<file path="config.mk">
export PLATFORM = sky130hd
export DESIGN_NAME = alu_sequencer
export DESIGN_NICKNAME = d
export VERILOG_FILES = /design/src/rtl/alu_sequencer.sv
export SDC_FILE = /design/constraint.sdc
export NUM_CORES = 1
export LEC_CHECK = 0
export BUFFER_PORTS_ARGS = -buffer_cell sky130_fd_sc_hd__buf_2
export CAP_MARGIN = 20
export CORE_MARGIN = 2
export CORE_UTILIZATION = 56
export DETAILED_ROUTE_END_ITERATION = 16
export PLACE_DENSITY = 0.86
export SLEW_MARGIN = 20
export SYNTH_ARGS = -nofsm -noshare
export SYNTH_HDL_FRONTEND = slang
export SYNTH_SLANG_ARGS = --single-unit
export TNS_END_PERCENT = 5
</file>
<file path="constraint.sdc">
create_clock -name clock -period 2.3 [get_ports clock]
set_clock_uncertainty 0.15 [all_clocks]
set_input_delay 0 -clock clock [delete_from_list [all_inputs] [get_ports clock]]
set_output_delay 0 -clock clock [all_outputs]
set_load 0.005 [all_outputs]
</file>
<file path="src/rtl/alu_sequencer.sv">
// ---------------------------------------------------------------------------
// alu_sequencer
//
// Control-side partner of the ALU. Fetches 32-bit instruction words, decodes
// them into the ALU input bundle, writes the ALU result back into a 16x32
// register file, tracks the F1/F2 compare flags and the program counter, and
// resolves conditional jumps through register 8.
//
// Instruction word:
//   [31:25] opcode  [24:21] rd  [20:17] rs1  [16:13] rs2  [15:0] imm
//   (imm overlaps rs2 and is only meaningful for the load opcodes 5/6)
//
// Ports:
//   clock        in   system clock, all state on the rising edge
//   reset_n      in   asynchronous active-low reset
//   run          in   start request, sampled only while idle
//   mem_req      out  instruction fetch request (high for the whole fetch)
//   mem_addr     out  fetch word address, always equal to pc
//   mem_ack      in   fetch complete, mem_rdata valid in this cycle
//   mem_rdata    in   instruction word
//   alu_instr    out  ALU opcode
//   alu_a        out  operand A (reg[rs1], or reg[rd] for loads)
//   alu_b        out  operand B (reg[rs2])
//   alu_reg8     out  contents of register 8
//   alu_value    out  16-bit immediate
//   alu_highlow  out  1 = load high half, 0 = load low half
//   alu_f1       out  flag F1
//   alu_f2       out  flag F2
//   alu_clock    out  one-cycle ALU evaluate strobe
//   alu_c        in   ALU result
//   alu_f3       in   ALU compare outcome
//   pc           out  current program counter
//   halted       out  sequencer stopped on the HALT opcode
// ---------------------------------------------------------------------------
module alu_sequencer #(
    parameter int                ADDR_W   = 16,
    parameter logic [ADDR_W-1:0] RESET_PC = '0
) (
    input  logic              clock,
    input  logic              reset_n,
    input  logic              run,
    output logic              mem_req,
    output logic [ADDR_W-1:0] mem_addr,
    input  logic              mem_ack,
    input  logic [31:0]       mem_rdata,
    output logic [6:0]        alu_instr,
    output logic [31:0]       alu_a,
    output logic [31:0]       alu_b,
    output logic [31:0]       alu_reg8,
    output logic [15:0]       alu_value,
    output logic              alu_highlow,
    output logic              alu_f1,
    output logic              alu_f2,
    output logic              alu_clock,
    input  logic [31:0]       alu_c,
    input  logic              alu_f3,
    output logic [ADDR_W-1:0] pc,
    output logic              halted
);

    localparam logic [6:0] OP_LOAD_LO = 7'd5;
    localparam logic [6:0] OP_LOAD_HI = 7'd6;
    localparam logic [6:0] OP_WR_LAST = 7'd7;
    localparam logic [6:0] OP_CMP_LO  = 7'd8;
    localparam logic [6:0] OP_CMP_HI  = 7'd13;
    localparam logic [6:0] OP_JUMP    = 7'd14;
    localparam logic [6:0] OP_HALT    = 7'd127;

    typedef enum logic [2:0] {
        S_IDLE      = 3'd0,
        S_FETCH     = 3'd1,
        S_DECODE    = 3'd2,
        S_EXECUTE   = 3'd3,
        S_WRITEBACK = 3'd4,
        S_HALT      = 3'd5
    } state_t;

    // -----------------------------------------------------------------------
    // State
    // -----------------------------------------------------------------------
    state_t            state_q;
    logic [ADDR_W-1:0] pc_q;
    logic [31:0]       ir_q;
    logic [31:0]       rf_q [16];
    logic              f1_q;
    logic              f2_q;
    logic              mem_req_q;
    logic              halted_q;

    // ALU result and compare outcome captured at the end of EXECUTE
    logic [31:0]       c_q;
    logic              f3_q;

    // Registered ALU input bundle; held from DECODE until the next DECODE
    logic [6:0]        alu_instr_q;
    logic [31:0]       alu_a_q;
    logic [31:0]       alu_b_q;
    logic [31:0]       alu_reg8_q;
    logic [15:0]       alu_value_q;
    logic              alu_highlow_q;
    logic              alu_f1_q;
    logic              alu_f2_q;
    logic              alu_clock_q;

    // -----------------------------------------------------------------------
    // Instruction field decode (from the instruction register)
    // -----------------------------------------------------------------------
    logic [6:0]        ir_op;
    logic [3:0]        ir_rd;
    logic [3:0]        ir_rs1;
    logic [3:0]        ir_rs2;
    logic [15:0]       ir_imm;
    logic              ir_is_load;
    logic              ir_writes_rd;
    logic              ir_is_cmp;
    logic              jump_taken;
    logic [31:0]       opa_d;
    logic [ADDR_W-1:0] pc_d;

    assign ir_op  = ir_q[31:25];
    assign ir_rd  = ir_q[24:21];
    assign ir_rs1 = ir_q[20:17];
    assign ir_rs2 = ir_q[16:13];
    assign ir_imm = ir_q[15:0];

    always_comb begin
        ir_is_load   = (ir_op == OP_LOAD_LO) || (ir_op == OP_LOAD_HI);
        ir_writes_rd = (ir_op <= OP_WR_LAST);
        ir_is_cmp    = (ir_op >= OP_CMP_LO) && (ir_op <= OP_CMP_HI);
        jump_taken   = (ir_op == OP_JUMP) && f1_q;

        // Loads merge the immediate into the existing destination value,
        // so the ALU needs reg[rd] on operand A rather than reg[rs1].
        opa_d = ir_is_load ? rf_q[ir_rd] : rf_q[ir_rs1];

        // The jump target comes from reg[8] as it stands in WRITEBACK; any
        // earlier write to reg[8] has already landed by then.
        if (jump_taken) begin
            pc_d = rf_q[8][ADDR_W-1:0];
        end else begin
            pc_d = pc_q + ADDR_W'(1);
        end
    end

    // -----------------------------------------------------------------------
    // Sequencer FSM with registered outputs
    // -----------------------------------------------------------------------
    always_ff @(posedge clock or negedge reset_n) begin
        if (!reset_n) begin
            state_q       <= S_IDLE;
            pc_q          <= RESET_PC;
            ir_q          <= '0;
            for (int i = 0; i < 16; i++) begin
                rf_q[i] <= '0;
            end
            f1_q          <= 1'b0;
            f2_q          <= 1'b0;
            mem_req_q     <= 1'b0;
            halted_q      <= 1'b0;
            c_q           <= '0;
            f3_q          <= 1'b0;
            alu_instr_q   <= '0;
            alu_a_q       <= '0;
            alu_b_q       <= '0;
            alu_reg8_q    <= '0;
            alu_value_q   <= '0;
            alu_highlow_q <= 1'b0;
            alu_f1_q      <= 1'b0;
            alu_f2_q      <= 1'b0;
            alu_clock_q   <= 1'b0;
        end else begin
            case (state_q)
                S_IDLE: begin
                    if (run) begin
                        state_q   <= S_FETCH;
                        mem_req_q <= 1'b1;
                    end
                end

                S_FETCH: begin
                    if (mem_ack) begin
                        ir_q      <= mem_rdata;
                        mem_req_q <= 1'b0;
                        state_q   <= S_DECODE;
                    end
                end

                S_DECODE: begin
                    // reg[rs1] is read here, before any write of this
                    // instruction, so rd==rs1 sees the old value.
                    alu_instr_q   <= ir_op;
                    alu_a_q       <= opa_d;
                    alu_b_q       <= rf_q[ir_rs2];
                    alu_reg8_q    <= rf_q[8];
                    alu_value_q   <= ir_imm;
                    alu_highlow_q <= (ir_op == OP_LOAD_HI);
                    alu_f1_q      <= f1_q;
                    alu_f2_q      <= f2_q;
                    if (ir_op == OP_HALT) begin
                        state_q  <= S_HALT;
                        halted_q <= 1'b1;
                    end else begin
                        state_q     <= S_EXECUTE;
                        alu_clock_q <= 1'b1;
                    end
                end

                S_EXECUTE: begin
                    alu_clock_q <= 1'b0;
                    c_q         <= alu_c;
                    f3_q        <= alu_f3;
                    state_q     <= S_WRITEBACK;
                end

                S_WRITEBACK: begin
                    if (ir_writes_rd) begin
                        rf_q[ir_rd] <= c_q;
                    end
                    if (ir_is_cmp) begin
                        f2_q <= f1_q;
                        f1_q <= f3_q;
                    end
                    pc_q      <= pc_d;
                    mem_req_q <= 1'b1;
                    state_q   <= S_FETCH;
                end

                S_HALT: begin
                    // Terminal until reset.
                    state_q <= S_HALT;
                end

                default: begin
                    state_q <= S_IDLE;
                end
            endcase
        end
    end

    // -----------------------------------------------------------------------
    // Outputs
    // -----------------------------------------------------------------------
    assign mem_req     = mem_req_q;
    assign mem_addr    = pc_q;
    assign pc          = pc_q;
    assign halted      = halted_q;
    assign alu_instr   = alu_instr_q;
    assign alu_a       = alu_a_q;
    assign alu_b       = alu_b_q;
    assign alu_reg8    = alu_reg8_q;
    assign alu_value   = alu_value_q;
    assign alu_highlow = alu_highlow_q;
    assign alu_f1      = alu_f1_q;
    assign alu_f2      = alu_f2_q;
    assign alu_clock   = alu_clock_q;

endmodule

</file>
==> results_dict.tcl <==
set metrics [dict create \
    areaGrowthSynthToFinish_pct 20.96 \
    core.rowCount 97 \
    dieHeight_microns 270.0 \
    violations "negative hold slack, negative setup slack" \
    critPathMaxFanout 18 \
    slew_violations 0 \
    place.gp.congestion 0.9029 \
    synth-edff-count 0 \
    avgSynthCellArea_sq_um 13.69 \
    p_leak_nw 22.65 \
    path_cells "nor3_4, nand2_2, buf_6, nor3b_4, buf_12, mux2_2" \
    crit_arrival_ns 2.69 \
    setup_violations 38 \
    hold_path_class "primary input to flip-flop" \
    placed_cell_area_sq_um 43430 \
    top_level_ports 226 \
    synth_nets 2965 \
    syn_inst 2895 \
    design_area_sq_um 47930 \
    die_area_sq_um 72910 \
    drc 0 \
    coreArea_sq_um 70030 \
    ir_worst_vdd_uv 1219 \
    wl_per_cell_microns 30.72 \
    die_w_microns 270.0 \
    synth_top_flop_cell "dfrtp_1" \
    combPwrFrac_pct 40.3 \
    cell_internal_pwr_mw 32.86 \
    timing.max_cap.violations 0 \
    first_global_vias 31040 \
    drtIter0Drc 4256 \
    synth-async-reset-ratio_pct 100.0 \
    slowest_delay_ns 0.43 \
    layout.nets 3338 \
    vias 30370 \
    drtPass1Iterations 9 \
    synth-seq-area-share_pct 45.66 \
    end_kind "flip-flop" \
    tightest_slew_ns 0.7112 \
    ys_seq_elements 723 \
    finalHoldViolations 1 \
    post-route-period-util_pct 101.4 \
    timing.setup.tns_ns -0.4395 \
    grtUsageTotal_pct 35.08 \
    switching_share_pct 38.23 \
    powerDensity_nw_per_um2 1110 \
    cts_max_path_buffers 3 \
    htreeDepth 3 \
    antenna_left 0 \
    dp.cells 3988 \
    crit_required_ns 2.66 \
    timing.hold.ws_ns -0.004566 \
    path_delay_family "simple AND/OR/NAND/NOR gates" \
    fmax_mhz 428.8 \
    slew_headroom_pct 52.58 \
    antenna_found_initial 1 \
    numCtsBuffers 76 \
    cts_tree "built" \
    path_class "flip-flop to flip-flop" \
    clock_latency_ns 0.66 \
    drt-total-wl_microns 131200 \
    antenna_cells 0 \
    drive_gt1_share_pct 47.04 \
    status "finished, violations left" \
    p_sw_mw 20.33 \
    initial_utilization_pct 56.59 \
    cts_sinks 723 \
    dp_hpwl_microns 76680 \
    drt-vias-per-instance 7.115 \
    fin_cells 4269 \
    synth_cell_types 58 \
    clk_pin_slew_ns 0.06 \
    p_seq_share_pct 34.3 \
    period_minus_slack_ns 2.332 \
    worst-path-buf-inv 2 \
    grt_setup_unrepaired "yes" \
    grt_max_degree 91 \
    place.port_buffers 225 \
    root_buffer "clkbuf_16" \
    yosys_warnings 0 \
    grt_pass1_wl_microns 193400 \
    clkPwrFrac_pct 25.4 \
    gr-total-overflow 0 \
    crit_path_start_kind "flip-flop" \
    setup_slack_ns -0.03192 \
    critPathSlowestCell "dfrtp_1" \
    netlist_area_sq_um 39630 \
]
cell usage after synthesis, types with 17 or more instances:
master / n / share of area (%)
clkbuf_1: 142 / 1.3
nor2_1: 27 / 0.26
mux2_2: 545 / 15
a22o_1: 35 / 0.77
mux2i_1: 225 / 5.7
nand3_1: 20 / 0.25
a22oi_1: 61 / 1.2
a211oi_1: 29 / 0.55
dfrtp_1: 723 / 46
buf_4: 40 / 0.76
buf_1: 17 / 0.16
a41oi_1: 29 / 0.64
mux2_4: 30 / 1.1
a21oi_1: 49 / 0.62
buf_2: 83 / 1.0
o21ai_0: 43 / 0.54
mux4_2: 320 / 18
o22ai_1: 38 / 0.60
nand2_1: 350 / 3.3
power by group through the flow:
stage | sequential, mW | clock, mW | combinational, mW
2_1_floorplan | 16.3 | 0 | 12.8
3_3_place_gp | 18.0 | 0 | 19.0
3_5_place_dp | 18.2 | 0 | 19.4
4_1_cts | 18.1 | 13.5 | 20.1
5_1_grt | 18.5 | 14.0 | 22.1
6_report | 18.2 | 13.5 | 21.5
worst reg2reg max path: cells and delay by family (launching register included):
| kind | cells | cell delay [ns] |
|---|---|---|
| multiplexers | 1 | 0.39 |
| AND/OR/NAND/NOR | 3 | 0.79 |
| flip-flops | 1 | 0.43 |
| buffers and inverters | 2 | 0.45 |
sequential cells by signal (all words and copies together) (netlist names), 3 cells and up:
signal	count
alu_value	16
c_q	32
alu_b	32
alu_instr	7
state_q	3
alu_a	32
ir_q	32
mem_addr	16
rf_q	512
alu_reg8	32
layer usage:
layer | part of all wire [%] | vias up | track usage (%) | routed length, microns
met5 | 0.026 | - | 0 | 34
met4 | 7.3 | 2 | 21.54 | 9509
met3 | 13 | 696 | 10.22 | 16710
met2 | 46 | 2603 | 53.84 | 59930
met1 | 34 | 15300 | 44.19 | 44960
li1 | - | 11770 | - | -
final timing paths:
kind	slack, ns	cells after the start	to	startpoint
setup / recovery	-0.03	6	rf_q[135]	ir_q[31]
hold / removal	-0.005	3	ir_q[11]	mem_rdata[11]
setup reg to reg	-0.03	6	rf_q[135]	ir_q[31]
hold reg to reg	0.31	2	alu_value[11]	ir_q[11]
max in group asynchronous	0.97	4	alu_value[0]	reset_n
min in group asynchronous	0.49	4	rf_q[362]	reset_n
logic make-up after synthesis:
logic type | after synthesis | synth area share, %
AOI/OAI and AO/OA | 309 | 5.409
xor gates and xnor gates | 1 | 0.02211
adders and majority gates | 1 | 0.03157
buffers and inverters | 293 | 3.549
DFF | 723 | 45.66
muxes | 1124 | 40.61
and+or+nand+nor | 444 | 4.727
area by class of cell:
cell class	instances	area, sq um
sequential	723	18120
fill	4282	22100
multi-input combinational	1879	20450
inverter	4	15.01
clock inverter	32	479.2
tap	940	1176
clock buffer	107	2250
timing repair buffer	584	5443
through the flow:
stage                     setup slack (ns)  util, %  total power [mW]
after global routing              -0.08903    68.45             54.58
final                             -0.03192    68.45             53.19
after global placement            -0.03664    62.02             37.05
after floorplan                     0.1630        -             29.12
after detailed placement           -0.1464    62.02             37.64
after CTS                         -0.04594    67.88             51.64
cells in the final DEF, fill, tap and decap left out, types with 4 or more instances in the layout:
master	n
o21a_1	4
mux2i_1	224
buf_12	89
nand3_2	9
clkbuf_1	9
clkbuf_16	80
dfrtp_4	6
buf_6	10
nand4_1	6
clkbuf_8	21
nor2_1	25
mux2_2	545
mux4_2	320
a41oi_1	19
buf_16	5
mux2_4	30
nand3_1	11
o22ai_1	38
a211oi_2	12
buf_2	224
clkinv_2	12
dfrtp_2	6
dfrtp_1	711
buf_4	131
clkinvlp_4	4
inv_1	4
mux2_1	4
nand2_1	347
nand3b_1	4
bufinv_16	11
o21ai_0	42
a22oi_1	58
and3_4	4
a211oi_1	17
a21oi_1	48
a22o_1	35
a41oi_2	10
dlygate4sd3_1	120
timing repair:
item                       4_1_cts  5_1_grt
pin swaps                        0        7
setup buffers                    5       11
hold buffers                   121        0
cloned                           2        3
resized for setup               12       50
setup endpoints to repair        7      254
hold endpoints to repair       791        0
Power figures use the tool's default switching activity.
